==> config.mk <==
export PLATFORM = sky130hd
export DESIGN_NAME = serial_adder_sub_flat
export DESIGN_NICKNAME = d
export VERILOG_FILES = /design/src/rtl/serial_adder_sub_if.sv /design/src/rtl/serial_adder_sub.sv /design/src/flat_wrapper.sv
export SDC_FILE = /design/constraint.sdc
export NUM_CORES = 1
export LEC_CHECK = 0
export CAP_MARGIN = 20
export CORE_ASPECT_RATIO = 1.1
export CORE_MARGIN = 2
export CORE_UTILIZATION = 52
export DETAILED_ROUTE_END_ITERATION = 6
export DONT_BUFFER_PORTS = 1
export PLACE_DENSITY_LB_ADDON = 0.2
export SLEW_MARGIN = 20
export SYNTH_ARGS = -nofsm -noshare
export SYNTH_HDL_FRONTEND = slang
export SYNTH_SLANG_ARGS = --single-unit
==> constraint.sdc <==
create_clock -name clk -period 3.4 [get_ports clk]
set_input_delay 0.51 -clock clk [delete_from_list [all_inputs] [get_ports clk]]
set_output_delay 0.51 -clock clk [all_outputs]
set_load 0.005 [all_outputs]
==> src/rtl/serial_adder_sub_if.sv <==
// Handshake and operand/result bundle for serial_adder_sub.
// The requester drives the master side; the adder sits on the slave side.
interface serial_adder_sub_if #(
  parameter int WIDTH = 16
) ();
  logic             start;
  logic [WIDTH-1:0] a;
  logic [WIDTH-1:0] b;
  logic             ci;
  logic             sub;
  logic             ready;
  logic             busy;
  logic             done;
  logic [WIDTH-1:0] s;
  logic             co;
  logic             ovf;

  modport master (
    output start, a, b, ci, sub,
    input  ready, busy, done, s, co, ovf
  );

  modport slave (
    input  start, a, b, ci, sub,
    output ready, busy, done, s, co, ovf
  );
endinterface

==> src/rtl/serial_adder_sub.sv <==
// Digit-serial two's-complement adder/subtractor: DIGIT bits per clock through a
// ripple chain of full-adder cells, sequenced by a start/done handshake.
module serial_adder_sub #(
  parameter int WIDTH = 16,
  parameter int DIGIT = 4
) (
  input  logic               clk,
  input  logic               rst_n,
  serial_adder_sub_if.slave  bus
);

  localparam int N  = WIDTH / DIGIT;
  localparam int CW = (N > 1) ? $clog2(N) : 1;

  generate
    if (WIDTH < 1 || DIGIT < 1 || (WIDTH % DIGIT) != 0) begin : g_bad_cfg
      $error("serial_adder_sub: DIGIT must be >= 1 and divide WIDTH exactly");
    end
  endgenerate

  typedef enum logic [1:0] {IDLE, RUN, DONE} state_t;

  state_t           state_reg;
  state_t           state_next;
  logic [WIDTH-1:0] a_reg;
  logic [WIDTH-1:0] b_reg;
  logic [WIDTH-1:0] res_reg;
  logic [WIDTH-1:0] res_next;
  logic             carry_reg;
  logic [CW-1:0]    cnt_reg;
  logic [WIDTH-1:0] s_reg;
  logic             co_reg;
  logic             ovf_reg;

  logic             accept;
  logic             last_digit;
  logic [DIGIT-1:0] a_dig;
  logic [DIGIT-1:0] b_dig;
  logic [DIGIT-1:0] sum_dig;
  logic [DIGIT:0]   c;

  assign accept     = bus.start && (state_reg != RUN);
  assign last_digit = (cnt_reg == CW'(N - 1));

  assign a_dig = a_reg[int'(cnt_reg) * DIGIT +: DIGIT];
  assign b_dig = b_reg[int'(cnt_reg) * DIGIT +: DIGIT];
  assign c[0]  = carry_reg;

  // One full-adder cell per bit of the digit; the carry ripples LSB to MSB.
  generate
    for (genvar gi = 0; gi < DIGIT; gi++) begin : g_fa
      assign sum_dig[gi] = a_dig[gi] ^ b_dig[gi] ^ c[gi];
      assign c[gi+1]     = (a_dig[gi] & b_dig[gi]) | (c[gi] & (a_dig[gi] ^ b_dig[gi]));
    end
  endgenerate

  always_comb begin
    res_next = res_reg;
    res_next[int'(cnt_reg) * DIGIT +: DIGIT] = sum_dig;
  end

  // State register
  always_ff @(posedge clk or negedge rst_n) begin
    if (!rst_n) begin
      state_reg <= IDLE;
    end else begin
      state_reg <= state_next;
    end
  end

  // Next-state logic
  always_comb begin
    state_next = state_reg;
    case (state_reg)
      IDLE:    if (accept) state_next = RUN;
      RUN:     if (last_digit) state_next = DONE;
      DONE:    state_next = accept ? RUN : IDLE;
      default: state_next = IDLE;
    endcase
  end

  // Handshake outputs decode straight from the state
  always_comb begin
    bus.ready = (state_reg != RUN);
    bus.busy  = (state_reg == RUN);
    bus.done  = (state_reg == DONE);
  end

  // Subtraction is folded into the operands: a + ~b + !borrow_in.
  always_ff @(posedge clk or negedge rst_n) begin
    if (!rst_n) begin
      a_reg     <= '0;
      b_reg     <= '0;
      res_reg   <= '0;
      carry_reg <= 1'b0;
      cnt_reg   <= '0;
      s_reg     <= '0;
      co_reg    <= 1'b0;
      ovf_reg   <= 1'b0;
    end else if (accept) begin
      a_reg     <= bus.a;
      b_reg     <= bus.b ^ {WIDTH{bus.sub}};
      carry_reg <= bus.ci ^ bus.sub;
      cnt_reg   <= '0;
    end else if (state_reg == RUN) begin
      res_reg   <= res_next;
      carry_reg <= c[DIGIT];
      cnt_reg   <= cnt_reg + 1'b1;
      if (last_digit) begin
        s_reg   <= res_next;
        co_reg  <= c[DIGIT];
        ovf_reg <= c[DIGIT] ^ c[DIGIT-1];
      end
    end
  end

  assign bus.s   = s_reg;
  assign bus.co  = co_reg;
  assign bus.ovf = ovf_reg;

endmodule

==> src/flat_wrapper.sv <==
// flat-port wrapper written by rule: the top's interface ports become plain ports
module serial_adder_sub_flat 
#(
  parameter int WIDTH = 16,
  parameter int DIGIT = 4
)
  (clk, rst_n, bus_start, bus_a, bus_b, bus_ci, bus_sub, bus_ready, bus_busy, bus_done, bus_s, bus_co, bus_ovf);
  serial_adder_sub_if #(.WIDTH(WIDTH)) bus_i ();
  input  logic clk;
  input  logic rst_n;
  input wire logic [$bits(bus_i.start)-1:0] bus_start;
  input wire logic [$bits(bus_i.a)-1:0] bus_a;
  input wire logic [$bits(bus_i.b)-1:0] bus_b;
  input wire logic [$bits(bus_i.ci)-1:0] bus_ci;
  input wire logic [$bits(bus_i.sub)-1:0] bus_sub;
  output wire logic [$bits(bus_i.ready)-1:0] bus_ready;
  output wire logic [$bits(bus_i.busy)-1:0] bus_busy;
  output wire logic [$bits(bus_i.done)-1:0] bus_done;
  output wire logic [$bits(bus_i.s)-1:0] bus_s;
  output wire logic [$bits(bus_i.co)-1:0] bus_co;
  output wire logic [$bits(bus_i.ovf)-1:0] bus_ovf;
  assign bus_i.start = bus_start;
  assign bus_i.a = bus_a;
  assign bus_i.b = bus_b;
  assign bus_i.ci = bus_ci;
  assign bus_i.sub = bus_sub;
  assign bus_ready = bus_i.ready;
  assign bus_busy = bus_i.busy;
  assign bus_done = bus_i.done;
  assign bus_s = bus_i.s;
  assign bus_co = bus_i.co;
  assign bus_ovf = bus_i.ovf;
  serial_adder_sub #(.WIDTH(WIDTH), .DIGIT(DIGIT)) u_core (.clk(clk), .rst_n(rst_n), .bus(bus_i));
endmodule
# --- After elaboration in Yosys (flattened, before gate mapping) ---
# Index checks and enable logic that the tools add are counted.
# W data, S select, Z words.
totals:
  reg_bits: 71
  in_bits: 37
  out_inout_bits: 21
  word_cells: 60
op_classes:
  n_addsub: 2
  eq_ne: 6
  shifts: 4
  n_mux: 9
  n_bitwise: 24
  reduce_logical: 6
ops:
  columns: ["op", "n"]
  rows:
  - ["$neg A4 Y33", 1]
  - ["$shift A4 B33 Y16 const A", 1]
  - ["$shiftx A4 B33 Y16", 1]
  - ["$shiftx A16 B5 Y4", 2]
  - ["$bwmux W16", 1]
  - ["$xor A16 B16 Y16", 1]
  - ["$xor A1 B1 Y1", 10]
  - ["$and A1 B1 Y1", 8]
  - ["$mux W2", 4]
  - ["$ne A2 B1 Y1 const B", 3]
  - ["$pmux W2 S3", 1]
  - ["$eq A2 B2 Y1 const B", 2]
  - ["$or A1 B1 Y1", 4]
  - ["$reduce_and A2 Y1", 2]
  - ["$mux W1", 3]
  - ["$reduce_and A3 Y1", 1]
  - ["$add A2 B1 Y2 const B", 1]
  - ["$eq A2 B1 Y1 const B", 1]
  - ["$logic_not A2 Y1", 1]
  - ["$reduce_bool A2 Y1", 1]
  - ["$logic_and A1 B1 Y1", 1]
  - ["$not A1 Y1", 1]

# --- Longest topological paths before layout ---
# Gate-level depths: netlist of run 1.
depth:
  word_depth: 12
  depth_mapped: 13
  ltp_nobuf: 11

# --- Least setup slack after synthesis of run 1 ---
# Ideal clock, no wire load.
synth_path:
  kind: "register -> register"
  from: "reg u_core.cnt_reg[0]"
  to: "reg u_core.ovf_reg, in the netlist u_core.bus.ovf"
  setup_ns: 0.125
  arrival_time_ns: 2.889
  required_ns: 3.275
  slack_ns: 0.386
  path_stages_with_launch: 13
  n_path_buf: 1
  synth_period_minus_slack_ns: 3.014
  path_cell_list: "dfrtp_1 buf_4 mux4_2 inv_1 fa_1 inv_1 fa_1 inv_1 fa_1 inv_1 fa_1 xnor2_1 mux2_2"
synth_via:
  elab_chain_cells: 11
  elab_cells_between_ends: 21
  cone_classes: "1 x eq/ne; 2 x shift; 17 x bitwise; 1 x reduce/logical"
synth_rtl:
  columns: ["element", "line_no", "source"]
  rows:
  - ["start, declared", "serial_adder_sub.sv:30", "logic [CW-1:0] cnt_reg;"]
  - ["start signal, assigned", "serial_adder_sub.sv:108", "cnt_reg <= cnt_reg + 1'b1;"]
  - ["$shiftx A16 B5 Y4, on equally long branches", "serial_adder_sub.sv:45, serial_adder_sub.sv:46", null]
  - ["$xor A1 B1 Y1", "serial_adder_sub.sv:53", "assign c[gi+1] = (a_dig[gi] & b_dig[gi]) | (c[gi] & (a_dig[gi] ^ b_dig[gi]));"]
  - ["$and A1 B1 Y1", "serial_adder_sub.sv:53", null]
  - ["$or A1 B1 Y1", "serial_adder_sub.sv:53", null]
  - ["$and A1 B1 Y1", "serial_adder_sub.sv:53", null]
  - ["$or A1 B1 Y1", "serial_adder_sub.sv:53", null]
  - ["$and A1 B1 Y1", "serial_adder_sub.sv:53", null]
  - ["$or A1 B1 Y1", "serial_adder_sub.sv:53", null]
  - ["$and A1 B1 Y1", "serial_adder_sub.sv:53", null]
  - ["$or A1 B1 Y1 (*)", "serial_adder_sub.sv:53", null]
  - ["via u_core.c[4]", "serial_adder_sub.sv:40", "logic [DIGIT:0] c;"]
  - ["$xor A1 B1 Y1 (*)", "serial_adder_sub.sv:112", "ovf_reg <= c[DIGIT] ^ c[DIGIT-1];"]
  - ["end signal, assigned", "serial_adder_sub.sv:112", null]
  - ["end, declared", "serial_adder_sub.sv:33", "logic ovf_reg;"]
# The timed path passes the listed nets; every way through them passes the cells marked *.
# A chain may end at the register's enable or synchronous reset.

# --- Worst setup path in the final report of run 1 ---
layout_path:
  from: "reg u_core.cnt_reg[0]"
  to: "reg u_core.s_reg[15], in the netlist u_core.bus.s[15]"
layout_via:
  elab_chain_cells: 11
  elab_cells_between_ends: 25
  cone_classes: "1 x add/sub; 1 x eq/ne; 4 x shift; 1 x mux; 17 x bitwise; 1 x reduce/logical"
layout_rtl:
  columns: ["element", "line_no", "source"]
  rows:
  - ["$shiftx A16 B5 Y4, on equally long branches", "serial_adder_sub.sv:45, serial_adder_sub.sv:46", null]
  - ["$xor A1 B1 Y1", "serial_adder_sub.sv:52, serial_adder_sub.sv:53", null]
  - ["$and A1 B1 Y1", "serial_adder_sub.sv:53", null]
  - ["$or A1 B1 Y1", "serial_adder_sub.sv:53", null]
  - ["$and A1 B1 Y1", "serial_adder_sub.sv:53", null]
  - ["$or A1 B1 Y1", "serial_adder_sub.sv:53", null]
  - ["$and A1 B1 Y1", "serial_adder_sub.sv:53", null]
  - ["$or A1 B1 Y1", "serial_adder_sub.sv:53", null]
  - ["$xor A1 B1 Y1", "serial_adder_sub.sv:52", "assign sum_dig[gi] = a_dig[gi] ^ b_dig[gi] ^ c[gi];"]
  - ["$shiftx A4 B33 Y16", "serial_adder_sub.sv:59", "res_next[int'(cnt_reg) * DIGIT +: DIGIT] = sum_dig;"]
  - ["$bwmux W16", "serial_adder_sub.sv:59", null]
  - ["end signal, assigned", "serial_adder_sub.sv:110", "s_reg <= res_next;"]
  - ["end, declared", "serial_adder_sub.sv:31", "logic [WIDTH-1:0] s_reg;"]
# Parallel ways exist; a longest one is shown, timed or not.

==> metrics.cfg, run 1 <==
[power]
total_power_mw=4.23
power_frac_seq_pct=35.7
p_leak_nw=1.60
power.internal_mw=2.54
comb_power_share_pct=48.7
clockPowerShare_pct=15.6
p_sw_share_pct=39.8
p_switching_mw=1.68
cellPowerDensity_mw_per_mm2=1130
vdd_drop_max_mv=0.693

[synth]
yosysMostFrequentCell=dfrtp_1
yosysTopAreaCell=dfrtp_1
synth_top_area_share_pct=50.7
synthTopCellsByArea=dfrtp_1, mux4_2, o21ai_0, mux2_4, xnor2_1
syn_nets=340
ys_ff_latch=71
synthArstFlopShare_pct=100
synth_ff_type=dfrtp_1
synth_area_mm2=0.00351
ys_types=34
synth-seq-area-share_pct=50.7
ys_warn_count=0
syn_inst=293
synthTopCellsByCount=dfrtp_1, o21ai_0, nor2_1, nand2b_1, xnor2_1
avgSynthCellArea_um2=12.0
synth-edff-count=0

[cells_and_area]
finish.utilization_pct=57.2
fillers=577
drive_gt1_share_pct=17.2
design_area_mm2=0.00375
area_growth_pct=6.89
fin_nets=338
diodes=0

[critical_path]
critPathCaptureType=flop
r2r_start=u_core.cnt_reg[0]
start_kind=flop
crit_cells=11
crit_arrival_ns=3.39
path_class=reg -> reg
timing.rr.end=u_core.bus.s[15]
reg2reg_slack_ns=0.27
r2r_cells=11
worstPathRequired_ns=3.67
crit_path_end=u_core.bus.s[15]
cp_cell_sequence=mux4_2 -> inv_1 -> fa_1 -> inv_1 -> fa_1 -> inv_1 -> fa_1 -> inv_1 -> fa_1 -> a21oi_1 -> a21oi_1
critPathBufInv=4
startpoint=u_core.cnt_reg[0]
cp_max_fo=8
slowest_stage=fa_1
crit_family=adder cells
critical-path-max-stage-delay_ns=0.70

[sta]
fmax_mhz=320
setup_viol=0
finalMaxSlewViolations=0
layout_setup_ws_ns=0.271
period_share_pct=92.0
period_needed_ns=3.13
finalHoldViolCount=0
fin_setup_tns_ns=0
clock_skew_ns=0.00685
tightest_slew_ns=0.563
max_slew_margin_pct=62.5
rsz0062_at_grt=false

[floorplanning]
start_util_pct=53.5
ios=58
die_h_um=90.1
die_w_um=82.3
rows=31
die_area_mm2=0.00742
fp.coreArea_mm2=0.00656

[cts]
cts_buffers=9
clk_pin_slew_worst_paths_ns=0.07
cts_sinks=71
cts_root_buf=clkbuf_8
clock_path_buffers=2
insertion_delay_ns=0.34
cts_tree=built
ctsHtreeMaxLevel=3
cts_resized=0

[place]
place_congestion=0.807
port_buffers=0
dp_hpwl_um=4630
dpl_cell_area_mm2=0.00353
dp_slack_ns=0.265

[status]
outcome=complete, no violations

[global_route]
grt_max_degree=72
grt_pass1_vias=2151
grt_overflow=0
grt_usage_pct=19.8
antenna_found_initial=0
grt_pass1_wl_um=11000

[flow_run]
max-cap-violations=0

[routing]
vias=2132
ant_nets=0
drtPass1Iterations=4
wl_per_cell_um=17.7
finalWirelength_um=6680
routed_via_density=5.64
route.detailed.drc=0
drt-initial-drc-count=125

[hold_path]
hp-class=in -> async

[routing by layer]
layer | part of all wire, % | vias to the layer above | global-route usage, %
li1 | - | 1024 | -
met1 | 43 | 1045 | 26.8
met2 | 50 | 53 | 29.6
met3 | 4.9 | 10 | 4.92
met4 | 1.9 | 0 | 9.17
met5 | 0 | - | 0
[placed cells by master (no fill, tap or decap), types with 8 or more instances in the layout]
cell,n
nor2_1,18
inv_1,10
dfrtp_1,71
nand2b_1,17
a32o_1,8
mux2_2,8
o21ai_0,34
xnor2_1,17
a31oi_1,8
a22o_1,8
mux2_4,10
a21oi_1,16
nor2b_1,9
clkbuf_8,10
mux4_2,8
[layout make-up]
class                      instances  area, um^2  area share, %
sequential                        71        1780           47.4
timing repair buffer               8        80.1           2.14
clock inverter                     4        45.0           1.20
clock buffer                      12         145           3.87
tap                               82         103           2.74
multi-input combinational        189        1540           41.0
inverter                          12        60.1           1.60
[stage by stage]
step | hold slack, ns | instances
final | 0.0316 | 378
after global routing | 0.0650 | 378
after CTS | 0.0467 | 378
after detailed placement | 0.216 | 361
after global placement | 0.216 | 361
after floorplan | 0.214 | 293
[repair_timing]
item	4_1_cts	5_1_grt
hold buffers	1	0
endpoints found under the hold margin	71	0
buffers inserted	0	0
[logic make-up (layout without fill, tap and decap cells)]
group | Yosys count | after routing | share of synthesized area [%]
fa+ha+maj | 10 | 10 | 4.43
compound gates | 76 | 76 | 13.2
simple gates | 58 | 58 | 9.42
buf+inv | 33 | 36 | 5.46
xor+xnor | 18 | 18 | 4.50
mux | 27 | 27 | 12.3
flops | 71 | 71 | 50.7
[worst min-delay path by stage]
stage,start,end,slack (ns),depth (start not counted)
floorplan,rst_n,u_core.a_reg[0],0.21,0
global placement,rst_n,u_core.bus.s[13],0.22,0
detailed placement,rst_n,u_core.bus.s[14],0.22,0
CTS,rst_n,u_core.bus.s[13],0.05,1
global route,rst_n,u_core.bus.s[13],0.07,1
finish,rst_n,u_core.bus.s[13],0.03,1
[power groups by stage]
stage | clock, mW | combinational (mW) | sequential, mW
5_1_grt | 0.709 | 2.26 | 1.57
3_5_place_dp | 0 | 2.07 | 1.54
3_3_place_gp | 0 | 2.03 | 1.53
4_1_cts | 0.675 | 2.09 | 1.52
6_report | 0.658 | 2.06 | 1.51
2_1_floorplan | 0 | 1.64 | 1.43
Note: power is estimated with default switching activity, not from simulation.
==> inputs of run 2 (changes only) <==
CORE_MARGIN = 5   (was 2)
==> metrics.cfg, run 2 (synthesized netlist as in run 1, its figures left out) <==
[status]
outcome=complete, no violations

[floorplanning]
die_area_mm2=0.00849
ios=58
die_h_um=96.1
die_w_um=88.3
fp.coreArea_mm2=0.00659
rows=31
start_util_pct=53.2

[cells_and_area]
design_area_mm2=0.00376
fin_nets=337
mostFrequentLayoutCells=dfrtp_1, o21ai_0, nor2_1
drive_gt1_share_pct=17.6
final_common_cell=dfrtp_1
area_growth_pct=7.24
fillers=562
diodes=0

[cts]
cts_tree=built
cts_setup_buffers=0
cts_root_buf=clkbuf_8
cts_sinks=71
clock_path_buffers=2
clk_pin_slew_worst_paths_ns=0.08
cts_buffers=9
insertion_delay_ns=0.35
ctsHtreeMaxLevel=3

[critical_path]
start_kind=flop
startpoint=u_core.cnt_reg[0]
cp_cell_sequence=mux4_2 -> inv_1 -> fa_1 -> inv_1 -> fa_1 -> inv_1 -> fa_1 -> inv_1 -> fa_1 -> a21oi_1 -> a21oi_1
critPathCaptureType=flop
crit_arrival_ns=3.32
crit_family=adder cells
r2r_start=u_core.cnt_reg[0]
slowest_stage=fa_1
critical-path-max-stage-delay_ns=0.69
critPathBufInv=4
cp_max_fo=8
path_class=reg -> reg
worstPathRequired_ns=3.68

[routing]
ant_nets=0
drtPass1Iterations=4
finalWirelength_um=6990
route.detailed.drc=0
routed_via_density=5.79
vias=2183
drt-initial-drc-count=106
wl_per_cell_um=18.6

[sta]
finalMaxSlewViolations=0
clock_skew_ns=0.00988
finalHoldViolCount=0
tightest_slew_ns=0.598
max_slew_margin_pct=60.1
period_share_pct=89.4
rsz0062_at_grt=false
fin_hold_ws_ns=0.0359
setup_viol=0
period_needed_ns=3.04
fmax_mhz=329
fin_setup_tns_ns=0

[power]
p_switching_mw=1.69
clockPowerShare_pct=16.6
comb_power_share_pct=47.6
total_power_mw=4.27
power.internal_mw=2.57
cellPowerDensity_mw_per_mm2=1130
vdd_drop_max_mv=0.573
p_sw_share_pct=39.7
power_frac_seq_pct=35.8
p_leak_nw=1.60

[global_route]
grt_pass1_wl_um=11500
grt_pass1_vias=2250
antenna_found_initial=0
grt_max_degree=72
grt_overflow=0
grt_usage_pct=18.2

[flow_run]
max-cap-violations=0

[place]
port_buffers=0
dpl_cell_area_mm2=0.00352
place_congestion=0.738
dp_hpwl_um=4920

[hold_path]
hp-class=in -> async

## run 2: cell count changes in the layout (fill, tap and decap cells not counted)
cell	previous run	this run
dfrtp_1	71	70
buf_4	7	6
clkinv_2	3	2
clkbuf_1	2	1
dfrtp_2	0	1
clkbuf_8	10	12
## run 2: metrics by stage
stage          cells  worst slack, ns  utilization (%)
2_1_floorplan    293            0.386                -
3_3_place_gp     360            0.320             53.4
3_5_place_dp     360            0.231             53.4
4_1_cts          377            0.231             57.0
5_1_grt          377            0.120             57.0
6_report         377            0.359             57.0
## run 2: power by group through the flow
| stage | logic [mW] | registers, mW | clock network (mW) |
|---|---|---|---|
| floorplan | 1.64 | 1.43 | 0 |
| global placement | 1.99 | 1.53 | 0 |
| detailed placement | 2.04 | 1.56 | 0 |
| CTS | 2.06 | 1.54 | 0.718 |
| global route | 2.26 | 1.58 | 0.757 |
| finish | 2.03 | 1.53 | 0.708 |
## run 2: cell type report
type                    count  area, um^2  share of cell area [%]
multi-input cells         189        1540                    40.9
inverters                  12        60.1                    1.60
well taps                  82         103                    2.73
repair buffers              7        72.6                    1.93
clock buffers              13         169                    4.49
flip-flops and latches     71        1780                    47.3
clock inverters             3        40.0                    1.06
## run 2: path summary, 6_finish.rpt
path	end	slack (ns)	depth (start not counted)
min in group clk	u_core.cnt_reg[1]	0.25	1
max in group asynchronous	u_core.cnt_reg[0]	3.05	1
worst max register to register	u_core.bus.s[15]	0.36	11
worst max-delay path	u_core.bus.s[15]	0.36	11
worst min-delay path	u_core.res_reg[2]	0.04	1
worst min register to register	u_core.res_reg[9]	0.49	1
## run 2: routing by layer
metal | vias to the layer above | GRT usage [%] | share of wire (%) | routed length, um
met5 | - | 0 | 0 | 0
met4 | 0 | 9.82 | 3.1 | 214
met3 | 19 | 5.05 | 7.1 | 494
met2 | 68 | 28.8 | 48 | 3380
met1 | 1068 | 22.6 | 41 | 2900
li1 | 1028 | - | - | -
## run 2: repair_timing
action / in CTS / in global routing
hold endpoints to repair: 71 / 0
endpoints found under the setup margin: 0 / 2
gates resized for setup: 0 / 1
hold buffers: 1 / 0
==> inputs of run 3 (changes only) <==
SKIP_CTS_REPAIR_TIMING = 1   (was not set)
==> metrics.cfg, run 3 (synthesized netlist as in run 1, its figures left out) <==
[status]
outcome=complete, no violations

[sta]
tightest_slew_ns=0.605
fin_setup_tns_ns=0
period_needed_ns=3.13
rsz0062_at_grt=false
finalHoldViolCount=0
clock_skew_ns=0.0101
finalMaxSlewViolations=0
period_share_pct=92.1
fmax_mhz=319
layout_setup_ws_ns=0.270
max_slew_margin_pct=59.7
setup_viol=0

[critical_path]
timing.rr.end=u_core.bus.s[7]
crit_arrival_ns=3.41
r2r_cells=11
worstPathRequired_ns=3.68
critPathCaptureType=flop
cp_max_fo=8
startpoint=u_core.cnt_reg[0]
r2r_start=u_core.cnt_reg[0]
path_class=reg -> reg
reg2reg_slack_ns=0.27
start_kind=flop

[cells_and_area]
final_common_cell=dfrtp_1
fillers=567
diodes=0
seqCellArea_mm2=0.00178
mostFrequentLayoutCells=dfrtp_1, o21ai_0, nor2_1
drive_gt1_share_pct=17.3
fin_nets=337
multi_input_area_mm2=0.00154
area_growth_pct=7.21
final_cells=377

[power]
cellPowerDensity_mw_per_mm2=1130
total_power_mw=4.26
p_leak_nw=1.61
vdd_drop_max_mv=0.584

[cts]
clock_path_buffers=2
cts_tree=built
clk_pin_slew_worst_paths_ns=0.07
insertion_delay_ns=0.35
cts_root_buf=clkbuf_8
ctsHtreeMaxLevel=3
cts_sinks=71
cts_buffers=9

[global_route]
grt_overflow=0
grt_pass1_wl_um=11300
grt_pass1_vias=2229
grt_usage_pct=17.9
antenna_found_initial=0
grt_max_degree=72

[flow_run]
max-cap-violations=0

[place]
port_buffers=0
dp_hpwl_um=4920
dp_slack_ns=0.231
place_congestion=0.738
dp.cells=360

[routing]
drtPass1Iterations=4
routed_via_density=5.76
vias=2170
route.detailed.drc=0
wl_per_cell_um=18.4
drt-initial-drc-count=87
finalWirelength_um=6920
ant_nets=0

[floorplanning]
ios=58
start_util_pct=53.2
die_area_mm2=0.00849
rows=31
die_h_um=96.1
die_w_um=88.3
fp.coreArea_mm2=0.00659

[hold_path]
hp-class=in -> async

run 3: layout make-up:
cell class                 instances  share of cell area (%)
clock buffer                      13                    4.49
clock inverter                     3                    1.07
inverter                          12                    1.60
multi-input combinational        189                    40.9
sequential                        71                    47.3
tap                               82                    2.73
timing repair buffer               7                    1.93
run 3: routing by layer:
metal / track usage, % / vias up / share of wire, % / wire (um)
met2: 28.4 / 53 / 49 / 3400
met4: 9.82 / 0 / 3.2 / 222
met3: 5.14 / 16 / 5.6 / 390
met5: 0 / - / 0 / 0
li1: - / 1025 / - / -
met1: 22.1 / 1076 / 42 / 2910
run 3: worst max-delay path, stage by stage (launching register included):
cell and delay, ns:
dfrtp_1 0.56, mux4_2 0.55, inv_1 0.09, fa_1 0.16
inv_1 0.05, fa_1 0.35, inv_1 0.08, fa_1 0.21
inv_1 0.07, fa_1 0.68, a21oi_1 0.12, a21oi_1 0.15
run 3: power by group:
group | internal [mW] | switching [mW] | total, mW
sequential | 1.25 | 0.277 | 1.52
clock | 0.397 | 0.307 | 0.704
combinational | 0.930 | 1.10 | 2.03
run 3: worst max-delay path by stage:
stage                     slack [ns]  cells past startpoint               to
after CTS                       0.23                     11  u_core.bus.s[7]
after floorplan                 0.39                     12   u_core.bus.ovf
after global placement          0.32                     11  u_core.bus.s[3]
after global routing            0.02                     11  u_core.bus.s[7]
final                           0.27                     11  u_core.bus.s[7]
after detailed placement        0.23                     11  u_core.bus.s[7]
run 3: through the flow:
| stage | hold slack (ns) | instance area [um^2] | util (%) |
|---|---|---|---|
| after floorplan | 0.214 | 3510 | - |
| after global placement | 0.216 | 3520 | 53.4 |
| after detailed placement | 0.217 | 3520 | 53.4 |
| after CTS | -0.167 | 3730 | 56.6 |
| after global routing | 0.0646 | 3760 | 57.0 |
| final | 0.0457 | 3760 | 57.0 |
